==> src/rtl/bls_sub_pipe_if.sv <==
// Operand/result handshake bundle for bls_sub_pipe.
// slave is the subtractor side, master is the producer/consumer side.
interface bls_sub_pipe_if #(
  parameter int unsigned WIDTH = 16
) ();
  logic             in_valid;
  logic             in_ready;
  logic [WIDTH-1:0] a;
  logic [WIDTH-1:0] b;
  logic             bin;
  logic             out_valid;
  logic             out_ready;
  logic [WIDTH-1:0] d;
  logic             bout;
  logic             ovf;

  modport slave (
    input  in_valid, a, b, bin, out_ready,
    output in_ready, out_valid, d, bout, ovf
  );

  modport master (
    output in_valid, a, b, bin, out_ready,
    input  in_ready, out_valid, d, bout, ovf
  );
endinterface

==> src/rtl/bls_sub_pipe.sv <==
// Pipelined borrow-lookahead subtractor: D = A - B - bin, one GROUP-bit slice per stage,
// borrow registered between stages, valid/ready with a single global advance enable.
module bls_sub_pipe #(
  parameter int unsigned WIDTH = 16,
  parameter int unsigned GROUP = 4
) (
  input logic           clk,
  input logic           rst_n,
  bls_sub_pipe_if.slave bus_io
);

  localparam int unsigned Stages = WIDTH / GROUP;

  // Returns {borrow_out, diff}; each borrow is a flat sum of products, no in-group ripple.
  function automatic logic [GROUP:0] bls_group(input logic [GROUP-1:0] a,
                                               input logic [GROUP-1:0] b,
                                               input logic             bi);
    logic [GROUP-1:0] g;
    logic [GROUP-1:0] p;
    logic [GROUP-1:0] dv;
    logic [GROUP:0]   brw;
    logic             term;
    g      = ~a & b;
    p      = ~(a ^ b);
    brw    = '0;
    brw[0] = bi;
    for (int i = 0; i < GROUP; i++) begin
      term = bi;
      for (int j = 0; j <= i; j++) begin
        term = term & p[j];
      end
      brw[i+1] = term;
      for (int j = 0; j <= i; j++) begin
        term = g[j];
        for (int m = j + 1; m <= i; m++) begin
          term = term & p[m];
        end
        brw[i+1] = brw[i+1] | term;
      end
    end
    dv = a ^ b ^ brw[GROUP-1:0];
    return {brw[GROUP], dv};
  endfunction

  logic en;

  assign en              = ~bus_io.out_valid | bus_io.out_ready;
  assign bus_io.in_ready = en;

  for (genvar k = 0; k < Stages; k++) begin : gen_stage
    localparam int unsigned Rem = WIDTH - k * GROUP;
    localparam int unsigned Dw  = (k + 1) * GROUP;

    logic [Rem-1:0] a_in;
    logic [Rem-1:0] b_in;
    logic           bin_s;
    logic           vld_s;
    logic [GROUP:0] res;
    logic [Dw-1:0]  dif_d;
    logic [Dw-1:0]  dif_q;
    logic           vld_q;
    logic           brw_q;

    if (k == 0) begin : gen_first
      assign a_in  = bus_io.a;
      assign b_in  = bus_io.b;
      assign bin_s = bus_io.bin;
      assign vld_s = bus_io.in_valid;
    end else begin : gen_next
      assign a_in  = gen_stage[k-1].gen_fwd.a_up_q;
      assign b_in  = gen_stage[k-1].gen_fwd.b_up_q;
      assign bin_s = gen_stage[k-1].brw_q;
      assign vld_s = gen_stage[k-1].vld_q;
    end

    assign res = bls_group(a_in[GROUP-1:0], b_in[GROUP-1:0], bin_s);

    if (k == 0) begin : gen_dif_first
      assign dif_d = res[GROUP-1:0];
    end else begin : gen_dif_next
      assign dif_d = {res[GROUP-1:0], gen_stage[k-1].dif_q};
    end

    always_ff @(posedge clk or negedge rst_n) begin
      if (!rst_n) begin
        vld_q <= 1'b0;
        brw_q <= 1'b0;
        dif_q <= '0;
      end else if (en) begin
        vld_q <= vld_s;
        brw_q <= res[GROUP];
        dif_q <= dif_d;
      end
    end

    if (k == Stages - 1) begin : gen_last
      logic ovf_d;
      logic ovf_q;

      // Operand MSBs arrive here as the top bits of the skewed operand slice.
      assign ovf_d = (a_in[Rem-1] ^ b_in[Rem-1]) & (res[GROUP-1] ^ a_in[Rem-1]);

      always_ff @(posedge clk or negedge rst_n) begin
        if (!rst_n) begin
          ovf_q <= 1'b0;
        end else if (en) begin
          ovf_q <= ovf_d;
        end
      end

      assign bus_io.out_valid = vld_q;
      assign bus_io.d         = dif_q;
      assign bus_io.bout      = brw_q;
      assign bus_io.ovf       = ovf_q;
    end else begin : gen_fwd
      logic [Rem-GROUP-1:0] a_up_q;
      logic [Rem-GROUP-1:0] b_up_q;

      always_ff @(posedge clk or negedge rst_n) begin
        if (!rst_n) begin
          a_up_q <= '0;
          b_up_q <= '0;
        end else if (en) begin
          a_up_q <= a_in[Rem-1:GROUP];
          b_up_q <= b_in[Rem-1:GROUP];
        end
      end
    end
  end

endmodule
==> src/flat_wrapper.sv <==
// flat-port wrapper written by rule: the top's interface ports become plain ports
module bls_sub_pipe_flat 
#(
  parameter int unsigned WIDTH = 16,
  parameter int unsigned GROUP = 4
)
  (clk, rst_n, bus_io_in_valid, bus_io_a, bus_io_b, bus_io_bin, bus_io_out_ready, bus_io_in_ready, bus_io_out_valid, bus_io_d, bus_io_bout, bus_io_ovf);
  bls_sub_pipe_if #(.WIDTH(WIDTH)) bus_io_i ();
  input logic clk;
  input logic rst_n;
  input wire logic [$bits(bus_io_i.in_valid)-1:0] bus_io_in_valid;
  input wire logic [$bits(bus_io_i.a)-1:0] bus_io_a;
  input wire logic [$bits(bus_io_i.b)-1:0] bus_io_b;
  input wire logic [$bits(bus_io_i.bin)-1:0] bus_io_bin;
  input wire logic [$bits(bus_io_i.out_ready)-1:0] bus_io_out_ready;
  output wire logic [$bits(bus_io_i.in_ready)-1:0] bus_io_in_ready;
  output wire logic [$bits(bus_io_i.out_valid)-1:0] bus_io_out_valid;
  output wire logic [$bits(bus_io_i.d)-1:0] bus_io_d;
  output wire logic [$bits(bus_io_i.bout)-1:0] bus_io_bout;
  output wire logic [$bits(bus_io_i.ovf)-1:0] bus_io_ovf;
  assign bus_io_i.in_valid = bus_io_in_valid;
  assign bus_io_i.a = bus_io_a;
  assign bus_io_i.b = bus_io_b;
  assign bus_io_i.bin = bus_io_bin;
  assign bus_io_i.out_ready = bus_io_out_ready;
  assign bus_io_in_ready = bus_io_i.in_ready;
  assign bus_io_out_valid = bus_io_i.out_valid;
  assign bus_io_d = bus_io_i.d;
  assign bus_io_bout = bus_io_i.bout;
  assign bus_io_ovf = bus_io_i.ovf;
  bls_sub_pipe #(.WIDTH(WIDTH), .GROUP(GROUP)) u_core (.clk(clk), .rst_n(rst_n), .bus_io(bus_io_i));
endmodule
==> config.mk <==
export PLATFORM = sky130hd
export DESIGN_NAME = bls_sub_pipe_flat
export DESIGN_NICKNAME = d
export VERILOG_FILES = /design/src/rtl/bls_sub_pipe_if.sv /design/src/rtl/bls_sub_pipe.sv /design/src/flat_wrapper.sv
export SDC_FILE = /design/constraint.sdc
export NUM_CORES = 1
export LEC_CHECK = 0
export ABC_AREA = 1
export CAP_MARGIN = 10
export CORE_MARGIN = 2
export CORE_UTILIZATION = 55
export DETAILED_ROUTE_END_ITERATION = 8
export GPL_TIMING_DRIVEN = 0
export HOLD_SLACK_MARGIN = 0.1
export PLACE_DENSITY = 0.87
export SYNTH_ARGS = -nofsm -noshare
export SYNTH_HDL_FRONTEND = slang
export SYNTH_SLANG_ARGS = --single-unit
==> constraint.sdc <==
create_clock -name clk -period 2.2 [get_ports clk]
set_clock_uncertainty 0.2 [all_clocks]
set_input_delay 0.33 -clock clk [delete_from_list [all_inputs] [get_ports clk]]
set_output_delay 0.33 -clock clk [all_outputs]
set_load 0.05 [all_outputs]
After elaboration in Yosys (flattened, before gate mapping)
Cells that the tools add are included.

storage, ports and cells
  bits in registers = 97
  bits of input ports = 37
  output and inout port bits = 20
  word-level logic and storage cells = 124

operators by class
  bitwise logic cells = 105

operators by type and width
  kind           number
  $and A1 B1 Y1  41
  $or A1 B1 Y1   41
  $not A4 Y4     8
  $xor A4 B4 Y4  8
  $and A4 B4 Y4  4
  $xor A1 B1 Y1  2
  $not A1 Y1     1

Logic depth before layout (Yosys ltp)
  depth after elaboration = 11
  gate-level depth with buffers = 10
  depth with buffers taken out = 10

Least setup slack after synthesis
No wires, ideal clock.

  kind = reg-to-output
  start point = register u_core.gen_stage[3].vld_q (netlist: u_core.bus_io.out_valid)
  end point = output port bus_io_in_ready
  arrival time = 1373 ps
  data required time = 1670 ps
  path slack = 297 ps
  cell stages (with the launch flop) = 6
  buffers on the path = 2
  path through = dfrtp_1 -> inv_1 -> nor2_4 -> inv_2 -> buf_4 -> buf_2

on the way
  word-level cells in the longest chain between the ends = 2

RTL lines
  element                 RTL line            source
  from (decl)             bls_sub_pipe.sv:61  logic vld_q;
  from (signal assigned)  bls_sub_pipe.sv:90  vld_q <= vld_s;
  $not A1 Y1              bls_sub_pipe.sv:47  assign en = ~bus_io.out_valid | bus_io.out_ready;
  $or A1 B1 Y1            bls_sub_pipe.sv:47
  to (decl)               flat_wrapper.sv:16  output wire logic [$bits(bus_io_i.in_ready)-1:0] bus_io_in_ready;

No other way between the ends.

Worst setup path after layout
  start point = register u_core.gen_stage[3].dif_q[6] (netlist: u_core.bus_io.d[6])
  end point = output port bus_io_d[6]

RTL lines
  element                 RTL line            source
  from (decl)             bls_sub_pipe.sv:60  logic [Dw-1:0] dif_q;
  from (signal assigned)  bls_sub_pipe.sv:92  dif_q <= dif_d;
  to (decl)               flat_wrapper.sv:18  output wire logic [$bits(bus_io_i.d)-1:0] bus_io_d;

No word-level cell between the ends.

==> metrics.md <==
| Metric | Value |
|---|---|
| Ant. Diodes | 0 |
| Combinational Power Share | 45.9% |
| Hold WS | 0.2398 ns |
| Gpl congestion | 0.8577 |
| Max_cap viols | 0 |
| Top Layer Used | met4 |
| HPWL Detailed | 6703 um |
| Post-synth top area cell | dfrtp_1 |
| Asr flop ratio synth | 100.0% |
| Reg power frac | 38.9% |
| Delay-heaviest family, CP | buffers and inverters |
| Clock Tree Root | clkbuf_8 |
| CP Data Required Time | 1.67 ns |
| Ys flop type | dfrtp_1 |
| Count leader, synth | nand2_1 |
| Hold WC Path Type | in -> async |
| Leak pwr | 2.630 nW |
| Synthesized cell area | 4307 sq um |
| Final worst slack | 0.08349 ns |
| # fillers | 582 |
| Met1 WL | 4006 um |
| Post-CTS Setup Inserts | 0 |
| Warnings, synthesis | 0 |
| Post-synth top cells | 172 x nand2_1, 97 x dfrtp_1, 59 x inv_1, 36 x o21ai_1, 22 x o21ai_0 |
| Final setup violation count | 0 |
| Final ANT Viol Nets | 0 |
| Post-Syn Nets | 545 |
| Fmax | 472.5 MHz |
| Initial antenna violation count | 0 |
| First-pass GRT wire length | 15690 um |
| Sequential element share of the synthesized area | 56.36% |
| Count of different cell masters after synthesis | 21 |
| Die height | 92.49 um |
| Clock period minus worst slack | 2.117 ns |
| Setup TNS | 0 ns |
| Area delta synth->final | 21.15% |
| Worst setup SP type | flop |
| Pint | 0.004341 W |
| Num Clock Sinks | 97 |
| Final Power | 0.007617 W |
| Clock-pin slew on the worst setup and hold paths | 0.10 ns |
| Slew @ Worst Pin | 0.6100 ns |
| Final period util | 96.20% |
| Die ar. | 8554 sq um |
| Ports | 57 |
| Avg Inst Size Synth | 8.898 sq um |
| Met2 wire length | 4638 um |
| Core area | 7647 sq um |
| Clock buffer depth | 2 |
| Fin nets | 613 |
| WP buf/inv | 1 |
| Via density per instance | 5.105 |
| Seq. cell area | 2427 sq um |
| Gate count of the mapped netlist | 484 |
| Crit-path slowest cell | clkdlybuf4s50_1 |
| Critical path class | reg -> out |
| Clock latency at the later pin of the worst-skew pair | 0.37 ns |
| Share of the synthesized area in the top cell type | 56.36% |
| Multi-input gate area | 1553 sq um |
| WP data arrival | 1.59 ns |
| Sw Ratio | 43.01% |
| Initial Utilization | 56.32% |
| Clock power share | 15.3% |
| CTS tree | built |
| Final Hold Vio Count | 0 |
| Crit. End Element | primary output |
| Largest net degree at the start of global routing | 73 |
| Status | finished, final reports clean |
| Total gr overflow | 0 |
| RSZ-0062 raised after global routing | false |
| DP Worst Slack | -0.6468 ns |
| Die X-Extent | 92.49 um |
| Yosys reg bits | 97 |
| Max Slew Vio Count | 0 |
| IO buf count | 56 |
| VDD IR max | 589.7 uV |
| DRC Markers | 0 |
| Worst-path cell chain | clkdlybuf4s50_1 |
| Rel. slew slack | 59.34% |
| DR iter-0 viols | 225 |
| Synth area leaders | dfrtp_1 56%, nand2_1 15%, ha_1 5.8%, inv_1 5.1%, o21ai_1 4.2% |
| Drt pass-1 iters | 5 |
| WL final | 9203 um |
| Switching pwr | 0.003276 W |
| H-tree depth | 3 |
| Number of global-route vias before repair | 3406 |
| Rows | 32 |
| Crit-path max cell delay | 0.82 ns |
| WL/cell | 13.97 um |
| Max Fanout on Critical Path | 2 |
| Met3 WL post-DR | 409 um |
| Via count | 3364 |
| CTS Buf Count | 9 |
| Pwr per Cell Area | 1460 nW/um^2 |
| Layout cell share with drive strength beyond 1 | 6.463% |
| Number of flops mapped to enable cells by yosys | 0 |
| Gr usage total | 23.72% |
## flip-flops by register name, indices dropped and copies added, names as in the netlist
| register | flops |
|---|---|
| u_core.bus_io.d | 16 |
| u_core.gen_stage.gen_fwd.a_up_q | 24 |
| u_core.gen_stage.vld_q | 3 |
| u_core.gen_stage.gen_fwd.b_up_q | 24 |
| u_core.gen_stage.dif_q | 24 |
| u_core.bus_io.out_valid | 1 |
| u_core.bus_io.bout | 1 |
| u_core.gen_stage.brw_q | 3 |
| u_core.bus_io.ovf | 1 |
## routing by layer
| metal | GRT usage [%] | vias up |
|---|---|---|
| met5 | 0 | - |
| met4 | 8.706 | 0 |
| met3 | 3.743 | 12 |
| met2 | 40.82 | 104 |
| met1 | 30.49 | 1605 |
| li1 | - | 1643 |
## cells in the final DEF (no fill, tap or decap), types with 2 or more instances in the layout
master / count
clkdlybuf4s50_1: 54
a31oi_1: 4
clkinvlp_4: 2
clkbuf_1: 8
inv_1: 59
dfrtp_1: 97
o21ai_1: 36
nand4_1: 4
a21oi_1: 4
fa_1: 4
buf_4: 4
ha_1: 20
or2_2: 5
nand2_1: 172
xnor2_1: 4
clkbuf_8: 9
buf_2: 8
nand3_1: 18
o21ai_0: 22
nor2_1: 13
## cells by family (layout without fill, tap and decap cells)
| group | after synthesis | after routing | share of synthesized area, % |
|---|---|---|---|
| flops | 97 | 97 | 56.36 |
| buf+inv | 80 | 153 | 7.582 |
| compound gates | 66 | 66 | 7.786 |
| xor+xnor | 4 | 4 | 0.8134 |
| simple gates | 213 | 213 | 19.79 |
| fa+ha+maj | 24 | 24 | 7.670 |
## through the flow
step / std cells / instance area, sq um / util (%)
final: 659 / 5218 / 68.23
after global placement: 642 / 4995 / 65.31
after global routing: 659 / 5218 / 68.23
after floorplan: 484 / 4307 / -
after detailed placement: 643 / 5020 / 65.64
after CTS: 659 / 5218 / 68.23
## power groups by stage
stage	clock (W)	combinational, W	sequential, W
final	0.00116	0.00350	0.00296
after global routing	0.00124	0.00389	0.00305
after CTS	0.00116	0.00348	0.00296
after detailed placement	0	0.00346	0.00299
after global placement	0	0.00329	0.00295
after floorplan	0	0.00186	0.00347
## what timing repair did
| item | CTS | global route |
|---|---|---|
| endpoints found under the setup margin | 1 | 0 |
| resized for setup | 6 | 0 |
| hold buffers | 1 | 0 |
| endpoints found under the hold margin | 97 | 0 |
## final timing paths
kind | cells after the start | slack [ns] | end | start
hold / removal | 2 | 0.24 | u_core.gen_stage[1].gen_fwd.b_up_q[3]$_DFFE_PN0P_ | rst_n
setup / recovery | 1 | 0.08 | bus_io_d[6] | u_core.bus_io.d[6]$_DFFE_PN0P_
hold reg to reg | 2 | 0.28 | u_core.bus_io.d[7]$_DFFE_PN0P_ | u_core.gen_stage[2].dif_q[7]$_DFFE_PN0P_
max in group asynchronous | 3 | 0.93 | u_core.gen_stage[2].dif_q[6]$_DFFE_PN0P_ | rst_n
min in group clk | 2 | 0.28 | u_core.bus_io.d[7]$_DFFE_PN0P_ | u_core.gen_stage[2].dif_q[7]$_DFFE_PN0P_
setup reg to reg | 7 | 0.37 | u_core.bus_io.d[14]$_DFFE_PN0P_ | u_core.gen_stage[2].gen_fwd.a_up_q[0]$_DFFE_PN0P_
## area by class of cell
type / instances / share of cell area [%]
clock buffer: 10 / 2.446
multi-input combinational: 307 / 29.76
inverter: 60 / 4.317
buffer: 19 / 1.847
timing repair buffer: 58 / 11.37
sequential: 97 / 46.52
tap: 102 / 2.446
clock inverter: 6 / 1.295
Note: power is estimated with default switching activity, not from simulation.
